## config.mk

```make
export PLATFORM = sky130hd
export DESIGN_NAME = seg_scan4_flat
export DESIGN_NICKNAME = d
export VERILOG_FILES = /design/src/rtl/seg_scan4_if.sv /design/src/rtl/seg_scan4.sv /design/src/flat_wrapper.sv
export SDC_FILE = /design/constraint.sdc
export NUM_CORES = 1
export LEC_CHECK = 0
export CORE_UTILIZATION = 58
export DETAILED_ROUTE_END_ITERATION = 7
export PLACE_DENSITY = 0.86
export SLEW_MARGIN = 20
export SYNTH_ARGS = -nofsm -noshare
export SYNTH_HDL_FRONTEND = slang
export SYNTH_SLANG_ARGS = --single-unit
```

## constraint.sdc

```tcl
create_clock -name clk -period 6.2 [get_ports clk]
set_input_delay 1.24 -clock clk [delete_from_list [all_inputs] [get_ports clk]]
set_output_delay 1.24 -clock clk [all_outputs]
set_load 0.05 [all_outputs]
```

## src/rtl/seg_scan4_if.sv

```systemverilog
// Bundle of the display driver's data/handshake signals.
// The master side supplies the hex value, masks and load strobe.
// The slave side returns the scan state and the active-low drive outputs.
interface seg_scan4_if;
   logic [15:0] hex_in;
   logic [3:0]  point_in;
   logic [3:0]  blank_in;
   logic        load;
   logic        pending;
   logic        frame_start;
   logic [1:0]  digit_sel;
   logic [3:0]  an;
   logic [7:0]  seg;

   modport master (
      output hex_in, point_in, blank_in, load,
      input  pending, frame_start, digit_sel, an, seg
   );

   modport slave (
      input  hex_in, point_in, blank_in, load,
      output pending, frame_start, digit_sel, an, seg
   );
endinterface

```

## src/rtl/seg_scan4.sv

```systemverilog
// Time-multiplexed 4-digit common-anode seven-segment driver.
// A prescaler walks digit_sel through 0..3. New values are staged on load
// and copied to the display registers only at the frame boundary, so a
// frame never mixes old and new digits. The anode and segment outputs are
// registered and lag digit_sel by one cycle.
module seg_scan4 #(
   parameter int DIV_BITS = 17
) (
   input  logic       clk,
   input  logic       rst,
   seg_scan4_if.slave bus
);

   logic [DIV_BITS-1:0] prescaler_q, prescaler_d;
   logic [1:0]          digit_sel_q, digit_sel_d;
   logic [15:0]         stg_hex_q, stg_hex_d;
   logic [3:0]          stg_point_q, stg_point_d;
   logic [3:0]          stg_blank_q, stg_blank_d;
   logic [15:0]         dsp_hex_q, dsp_hex_d;
   logic [3:0]          dsp_point_q, dsp_point_d;
   logic [3:0]          dsp_blank_q, dsp_blank_d;
   logic                pending_q, pending_d;
   logic                frame_start_q, frame_start_d;
   logic [3:0]          an_q, an_d;
   logic [7:0]          seg_q, seg_d;

   logic                tick;
   logic                commit;
   logic [3:0]          nibble;

   // Hex digit to segments g..a, active-low, decimal point excluded.
   function automatic logic [6:0] decode7(input logic [3:0] n);
      logic [6:0] s;
      case (n)
         4'h0: s = 7'h40;
         4'h1: s = 7'h79;
         4'h2: s = 7'h24;
         4'h3: s = 7'h30;
         4'h4: s = 7'h19;
         4'h5: s = 7'h12;
         4'h6: s = 7'h02;
         4'h7: s = 7'h78;
         4'h8: s = 7'h00;
         4'h9: s = 7'h10;
         4'hA: s = 7'h08;
         4'hB: s = 7'h03;
         4'hC: s = 7'h46;
         4'hD: s = 7'h21;
         4'hE: s = 7'h06;
         default: s = 7'h0E;
      endcase
      return s;
   endfunction

   assign tick   = &prescaler_q;
   assign commit = tick && (digit_sel_q == 2'd3);
   assign nibble = dsp_hex_q[{digit_sel_q, 2'b00} +: 4];

   // Next-state: scan counters, staging/display handoff and output decode.
   always_comb begin
      // NOTE: every variable gets a default first so no path infers a latch.
      prescaler_d   = prescaler_q + DIV_BITS'(1);
      digit_sel_d   = digit_sel_q;
      stg_hex_d     = stg_hex_q;
      stg_point_d   = stg_point_q;
      stg_blank_d   = stg_blank_q;
      dsp_hex_d     = dsp_hex_q;
      dsp_point_d   = dsp_point_q;
      dsp_blank_d   = dsp_blank_q;
      pending_d     = pending_q;
      frame_start_d = commit;
      an_d          = 4'b1111;
      seg_d         = 8'hFF;

      if (tick) begin
         digit_sel_d = digit_sel_q + 2'd1;
      end

      // Display takes the staging contents held before this edge; a load on
      // the same edge refills staging and keeps pending set for next frame.
      if (commit) begin
         dsp_hex_d   = stg_hex_q;
         dsp_point_d = stg_point_q;
         dsp_blank_d = stg_blank_q;
         pending_d   = 1'b0;
      end

      if (bus.load) begin
         stg_hex_d   = bus.hex_in;
         stg_point_d = bus.point_in;
         stg_blank_d = bus.blank_in;
         pending_d   = 1'b1;
      end

      if (!dsp_blank_q[digit_sel_q]) begin
         an_d  = ~(4'b0001 << digit_sel_q);
         seg_d = {~dsp_point_q[digit_sel_q], decode7(nibble)};
      end
   end

   // State register with synchronous reset; reset also drops any load.
   always_ff @(posedge clk) begin
      // NOTE: non-blocking assignments so every register samples pre-edge values.
      if (rst) begin
         prescaler_q   <= '0;
         digit_sel_q   <= '0;
         stg_hex_q     <= '0;
         stg_point_q   <= '0;
         stg_blank_q   <= '0;
         dsp_hex_q     <= '0;
         dsp_point_q   <= '0;
         dsp_blank_q   <= '0;
         pending_q     <= 1'b0;
         frame_start_q <= 1'b0;
         an_q          <= 4'b1111;
         seg_q         <= 8'hFF;
      end else begin
         prescaler_q   <= prescaler_d;
         digit_sel_q   <= digit_sel_d;
         stg_hex_q     <= stg_hex_d;
         stg_point_q   <= stg_point_d;
         stg_blank_q   <= stg_blank_d;
         dsp_hex_q     <= dsp_hex_d;
         dsp_point_q   <= dsp_point_d;
         dsp_blank_q   <= dsp_blank_d;
         pending_q     <= pending_d;
         frame_start_q <= frame_start_d;
         an_q          <= an_d;
         seg_q         <= seg_d;
      end
   end

   assign bus.pending     = pending_q;
   assign bus.frame_start = frame_start_q;
   assign bus.digit_sel   = digit_sel_q;
   assign bus.an          = an_q;
   assign bus.seg         = seg_q;

endmodule

```

## src/flat_wrapper.sv

```systemverilog
// flat-port wrapper written by rule: the top's interface ports become plain ports
module seg_scan4_flat 
#(
   parameter int DIV_BITS = 17
)
  (clk, rst, bus_hex_in, bus_point_in, bus_blank_in, bus_load, bus_pending, bus_frame_start, bus_digit_sel, bus_an, bus_seg);
  seg_scan4_if bus_i ();
  input  logic clk;
  input  logic rst;
  input wire logic [$bits(bus_i.hex_in)-1:0] bus_hex_in;
  input wire logic [$bits(bus_i.point_in)-1:0] bus_point_in;
  input wire logic [$bits(bus_i.blank_in)-1:0] bus_blank_in;
  input wire logic [$bits(bus_i.load)-1:0] bus_load;
  output wire logic [$bits(bus_i.pending)-1:0] bus_pending;
  output wire logic [$bits(bus_i.frame_start)-1:0] bus_frame_start;
  output wire logic [$bits(bus_i.digit_sel)-1:0] bus_digit_sel;
  output wire logic [$bits(bus_i.an)-1:0] bus_an;
  output wire logic [$bits(bus_i.seg)-1:0] bus_seg;
  assign bus_i.hex_in = bus_hex_in;
  assign bus_i.point_in = bus_point_in;
  assign bus_i.blank_in = bus_blank_in;
  assign bus_i.load = bus_load;
  assign bus_pending = bus_i.pending;
  assign bus_frame_start = bus_i.frame_start;
  assign bus_digit_sel = bus_i.digit_sel;
  assign bus_an = bus_i.an;
  assign bus_seg = bus_i.seg;
  seg_scan4 #(.DIV_BITS(DIV_BITS)) u_core (.clk(clk), .rst(rst), .bus(bus_i));
endmodule
```

# --- Word-level counts from Yosys, hierarchy flattened ---
# Memory sizes are Yosys's and may differ from the RTL's. A register that Yosys moved wholly into a read port is not among the register bits.
# Cells that the tools add are included.
word_totals:
  mem_bits_ro: 112
  reg_bits: 81
  word_cells: 31
  memories: 1
  in_bits: 27
memory_table:
  columns: ["memory", "words", "word_bits", "read_ports", "rd_clocked_by_memory_dff", "write_ports", "line", "rtl"]
  rows:
  - ["(no name shown)", 16, 7, 1, 1, 0, "seg_scan4.sv:34", "case (n)"]
op_classes:
  shifts: 2
  mux: 6
  n_eq_ne: 1
  addsub: 2
  bitwise_logic: 2
  n_reduce_logical: 4
  magnitude_cmp: 1
op_table:
  columns: ["op", "count"]
  rows:
  - ["$add A17 B1 Y17 const B", 1]
  - ["$reduce_and A17 Y1", 1]
  - ["$shiftx A16 B5 Y4", 1]
  - ["$bmux W1 S2", 2]
  - ["$mux W1", 4]
  - ["$not A4 Y4", 1]
  - ["$shl A1 B2 Y4 const A", 1]
  - ["$lt A2 B3 Y1 const B", 1]
  - ["$add A2 B1 Y2 const B", 1]
  - ["$eq A2 B2 Y1 const B", 1]
  - ["$reduce_bool A2 Y1", 1]
  - ["$reduce_or A2 Y1", 1]
  - ["$logic_and A1 B1 Y1", 1]
  - ["$not A1 Y1", 1]

# --- Depth between registers and ports, before layout ---
depth:
  depth_word: 4
  ltp_mapped: 10
  depth_no_buf: 8

# --- Worst setup path after synthesis ---
# Ideal clock, no wire load.
synth_timing:
  kind: "register -> register"
  from: "reg u_core.digit_sel_q[0] (netlist: u_core.bus.digit_sel[0])"
  to: "reg u_core.seg_q[3] (netlist: u_core.bus.seg[3])"
  t_required_ns: 6.081
  path_buffers: 1
  t_arrival_ns: 2.183
  setup_ns: 0.119
  synth_period_minus_slack_ns: 2.302
  setup_slack_ns: 3.898
  path_stages_with_launch: 7
  path_cell_list: "dfxtp_1 -> buf_6 -> mux4_1 -> ha_1 -> mux2_4 -> mux2i_1 -> nand2_1"
synth_via:
  elab_chain_len: 3
synth_lines:
  columns: ["item", "line", "rtl"]
  rows:
  - ["start, declared", "seg_scan4.sv:15", "logic [1:0] digit_sel_q, digit_sel_d;"]
  - ["start signal, assigned", "seg_scan4.sv:119", "digit_sel_q <= digit_sel_d;"]
  - ["parallel branches: the longest is 3 deep, another holds $shiftx A16 B5 Y4", null, null]
  - ["end, declared", "seg_scan4.sv:25", "logic [7:0] seg_q, seg_d;"]
# Parallel ways; which one is timed is not known. The select of a mux whose other input is x is not followed.
# A chain may end at the register's enable or synchronous reset.

# --- Final worst setup path ---
layout_timing:
  from: "reg u_core.digit_sel_q[0] (netlist: u_core.bus.digit_sel[0])"
  to: "out bus_digit_sel[0]"
layout_rtl:
  columns: ["item", "line", "rtl"]
  rows:
  - ["end, declared", "flat_wrapper.sv:16", "output wire logic [$bits(bus_i.digit_sel)-1:0] bus_digit_sel;"]
# No word-level cell between the ends.

==> results.cfg <==
[floorplan]
io-pin-count = 43
core-area_um2 = 5270
die_y_um = 77.0
row_count = 26
start_util_pct = 62.0
fp.dieW_um = 77.0
die_area_um2 = 5930

[critical_path]
crit_start = u_core.bus.digit_sel[0]
rr_startpoint = u_core.prescaler_q[0]
path_max_fanout = 11
setup.worst_path.class = reg -> out
critPathArrivalTime_ns = 1.91
slowest_stage = clkdlybuf4s50_1
path_cells = clkdlybuf4s50_1
cp_top_family = buffers and inverters
worst_setup_path_start_kind = register
worst-path-buf-inv = 1
cpPeakStageDelay_ns = 0.91
cp_num_cells = 1
worstSetupEndpoint = bus_digit_sel[0]
reg2reg_depth = 7
crit_path_end_kind = primary output
reg2reg_to = u_core.dsp_point_q[0]
reg2reg_slack_ns = 3.56
critPathRequiredTime_ns = 4.96

[cts]
insertion_delay_ns = 0.34
cts-root-buf = clkbuf_8
cts.repair.resized = 0
htree_levels = 3
numCtsBuffers = 9
numClockSinks = 81
cts_setup_buffers = 0
ctsHoldBuffers = 0
cts_tree = built
clk_path_buf_depth = 2
cts.clk_slew.worst_paths_ns = 0.08

[drt]
vias = 2418
drt-total-wl_um = 6180
drtIter0Drc = 143
vias_per_cell = 5.35
firstDrtPassIters = 5
wl_per_cell_um = 13.7
drc_errors = 0
ant_nets = 0

[timing]
clock_skew_ns = 0.00645
slew_viol_final = 0
fin_crit_ns = 3.15
hold_violations = 0
setup_tns_ns = 0
max-slew-margin-rel_pct = 42.3
setup_violations = 0
fmax_mhz = 317
fin_hold_ws_ns = 0.453
rsz0062_at_grt = false
fin_crit_sh_pct = 50.8
tightest_slew_ns = 0.866

[place]
dp_cells = 436
place_hpwl_um = 4100
numPortBuffers = 42
gp_congestion = 0.875

[synthesis]
ys_seq_elements = 81
postSynthCellCount = 343
synth_top_area_share_pct = 49.7
synthMuxAreaShare_pct = 14.0
synth_top_family_by_area = simple AND/OR/NAND/NOR gates
syn-num-nets = 382
netlist_area_um2 = 3270
yosys_warnings = 0
synthFlopType = dfxtp_1
synth_area_leader_cell = dfxtp_1
synth_edf_count = 0
synth_compound_area_share_pct = 6.97
synth.distinct_cells = 37
synth.top_cells.by_area = dfxtp_1, mux2i_1, nand2_1
yosysSeqAreaShare_pct = 49.7
synth_async_sr_flop_share_pct = 0
syn_avg_cell_area_um2 = 9.52
synth-simple-area-share_pct = 17.5
synth_xor_area_share_pct = 3.22
synth_fa_ha_area_share_pct = 4.60

[job]
cap_viol_max_count = 0

[layout]
diodes = 0
final_layout_size_suffix_gt1_share_pct = 6.54
syn_to_final_growth_pct = 18.7
nets = 416
stdcell_count = 452

[global_route]
antenna_found_initial = 0
grt_pass1_wl_um = 10300
grt_max_degree = 73
track_usage_pct = 22.5
grt-ovfl-total = 0
first_global_vias = 2262

[power]
power.density_nw_per_um2 = 250
totalPowerFinal_mw = 0.970
p_leak_nw = 1.48
worst_ir_drop_vdd_v = 0.000161

[worst_hold_path]
holdCritPathClass = reg -> reg

[outcome]
status = finished clean
[metal layers]
| layer | vias up | wire length [µm] | track usage, % |
|---|---|---|---|
| li1 | 1208 | - | - |
| met1 | 1133 | 2790 | 27.9 |
| met2 | 64 | 3010 | 36.4 |
| met3 | 13 | 247 | 5.83 |
| met4 | 0 | 133 | 10.6 |
| met5 | - | 0 | 0 |
[layout by cell type, fill, tap and decap left out, types with 2 or more instances in the layout]
cell type        instances
nand2_1                 62
nand3_1                  4
nor2b_1                  4
nor3_1                   3
nand4_1                  2
xor2_1                   4
mux4_2                   2
ha_1                    12
nand2b_1                 2
nor2_1                  44
dfxtp_1                 81
mux4_1                   4
buf_4                    2
and2_1                   2
clkdlybuf4s50_1         41
a21oi_1                 30
inv_1                    9
o211ai_1                 2
xnor2_1                  8
o221ai_1                 4
mux2i_1                 28
nor4_1                   2
clkinv_2                 2
clkbuf_8                13
[cell usage after synthesis (3+ instances only)]
cell / number
a21oi_1: 30
buf_2: 4
inv_1: 9
mux2i_1: 28
ha_1: 12
clkbuf_1: 13
dfxtp_1: 81
nor2b_1: 4
nand2_1: 62
xor2_1: 4
mux4_1: 4
nor2_1: 44
xnor2_1: 8
o221ai_1: 4
nor3_1: 3
nand3_1: 4
[metrics by stage]
stage | util (%) | setup slack, ns | instance area [µm²]
2_1_floorplan | - | 3.90 | 3270
3_3_place_gp | 69.9 | 3.43 | 3680
3_5_place_dp | 69.9 | 3.40 | 3680
4_1_cts | 73.6 | 3.03 | 3880
5_1_grt | 73.6 | 2.97 | 3880
6_report | 73.6 | 3.05 | 3880
[worst min-delay path: stages, from the launching register on]
cell and delay, ns:
dfxtp_1 0.31, nand2_1 0.05, a21oi_1 0.05
[cell families after synthesis]
group / after synthesis
AOI/OAI and AO/OA: 40
xor gates and xnor gates: 12
adders and majority gates: 12
buffers and inverters: 30
DFF: 81
muxes: 36
and+or+nand+nor: 132
[registers in the layout, summed over array words and instances, names as in the netlist]
register,count
u_core.bus.an,4
u_core.bus.pending,1
u_core.dsp_point_q,4
u_core.bus.seg,8
u_core.stg_point_q,4
u_core.stg_hex_q,16
u_core.prescaler_q,17
u_core.dsp_blank_q,4
u_core.dsp_hex_q,16
u_core.bus.digit_sel,2
u_core.bus.frame_start,1
u_core.stg_blank_q,4
[worst min-delay path by stage]
stage               slack (ns)  cells after the start                  start                     to
global placement          0.44                      1  u_core.prescaler_q[0]  u_core.prescaler_q[0]
global route              0.47                      2  u_core.stg_point_q[2]  u_core.dsp_point_q[2]
detailed placement        0.45                      2  u_core.stg_point_q[2]  u_core.dsp_point_q[2]
finish                    0.45                      2  u_core.stg_point_q[2]  u_core.dsp_point_q[2]
CTS                       0.45                      2  u_core.stg_point_q[2]  u_core.dsp_point_q[2]
floorplan                 0.43                      1  u_core.prescaler_q[0]  u_core.prescaler_q[0]
[power breakdown]
part           total, mW  switching, mW  internal, mW
Clock              0.363          0.175         0.188
Combinational     0.0649         0.0333        0.0316
Sequential         0.541        0.00764         0.534
Total              0.970          0.216         0.754
[cell type report]
class,instances,area (µm²)
Inverter,9,33.8
Tap cell,70,87.6
Clock inverter,2,10.0
Clock buffer,14,183
Sequential cell,81,1620
Multi-Input combinational cell,232,1510
Fill cell,393,1390
Timing Repair Buffer,44,430
No activity file was read; power rests on OpenSTA's default activity.
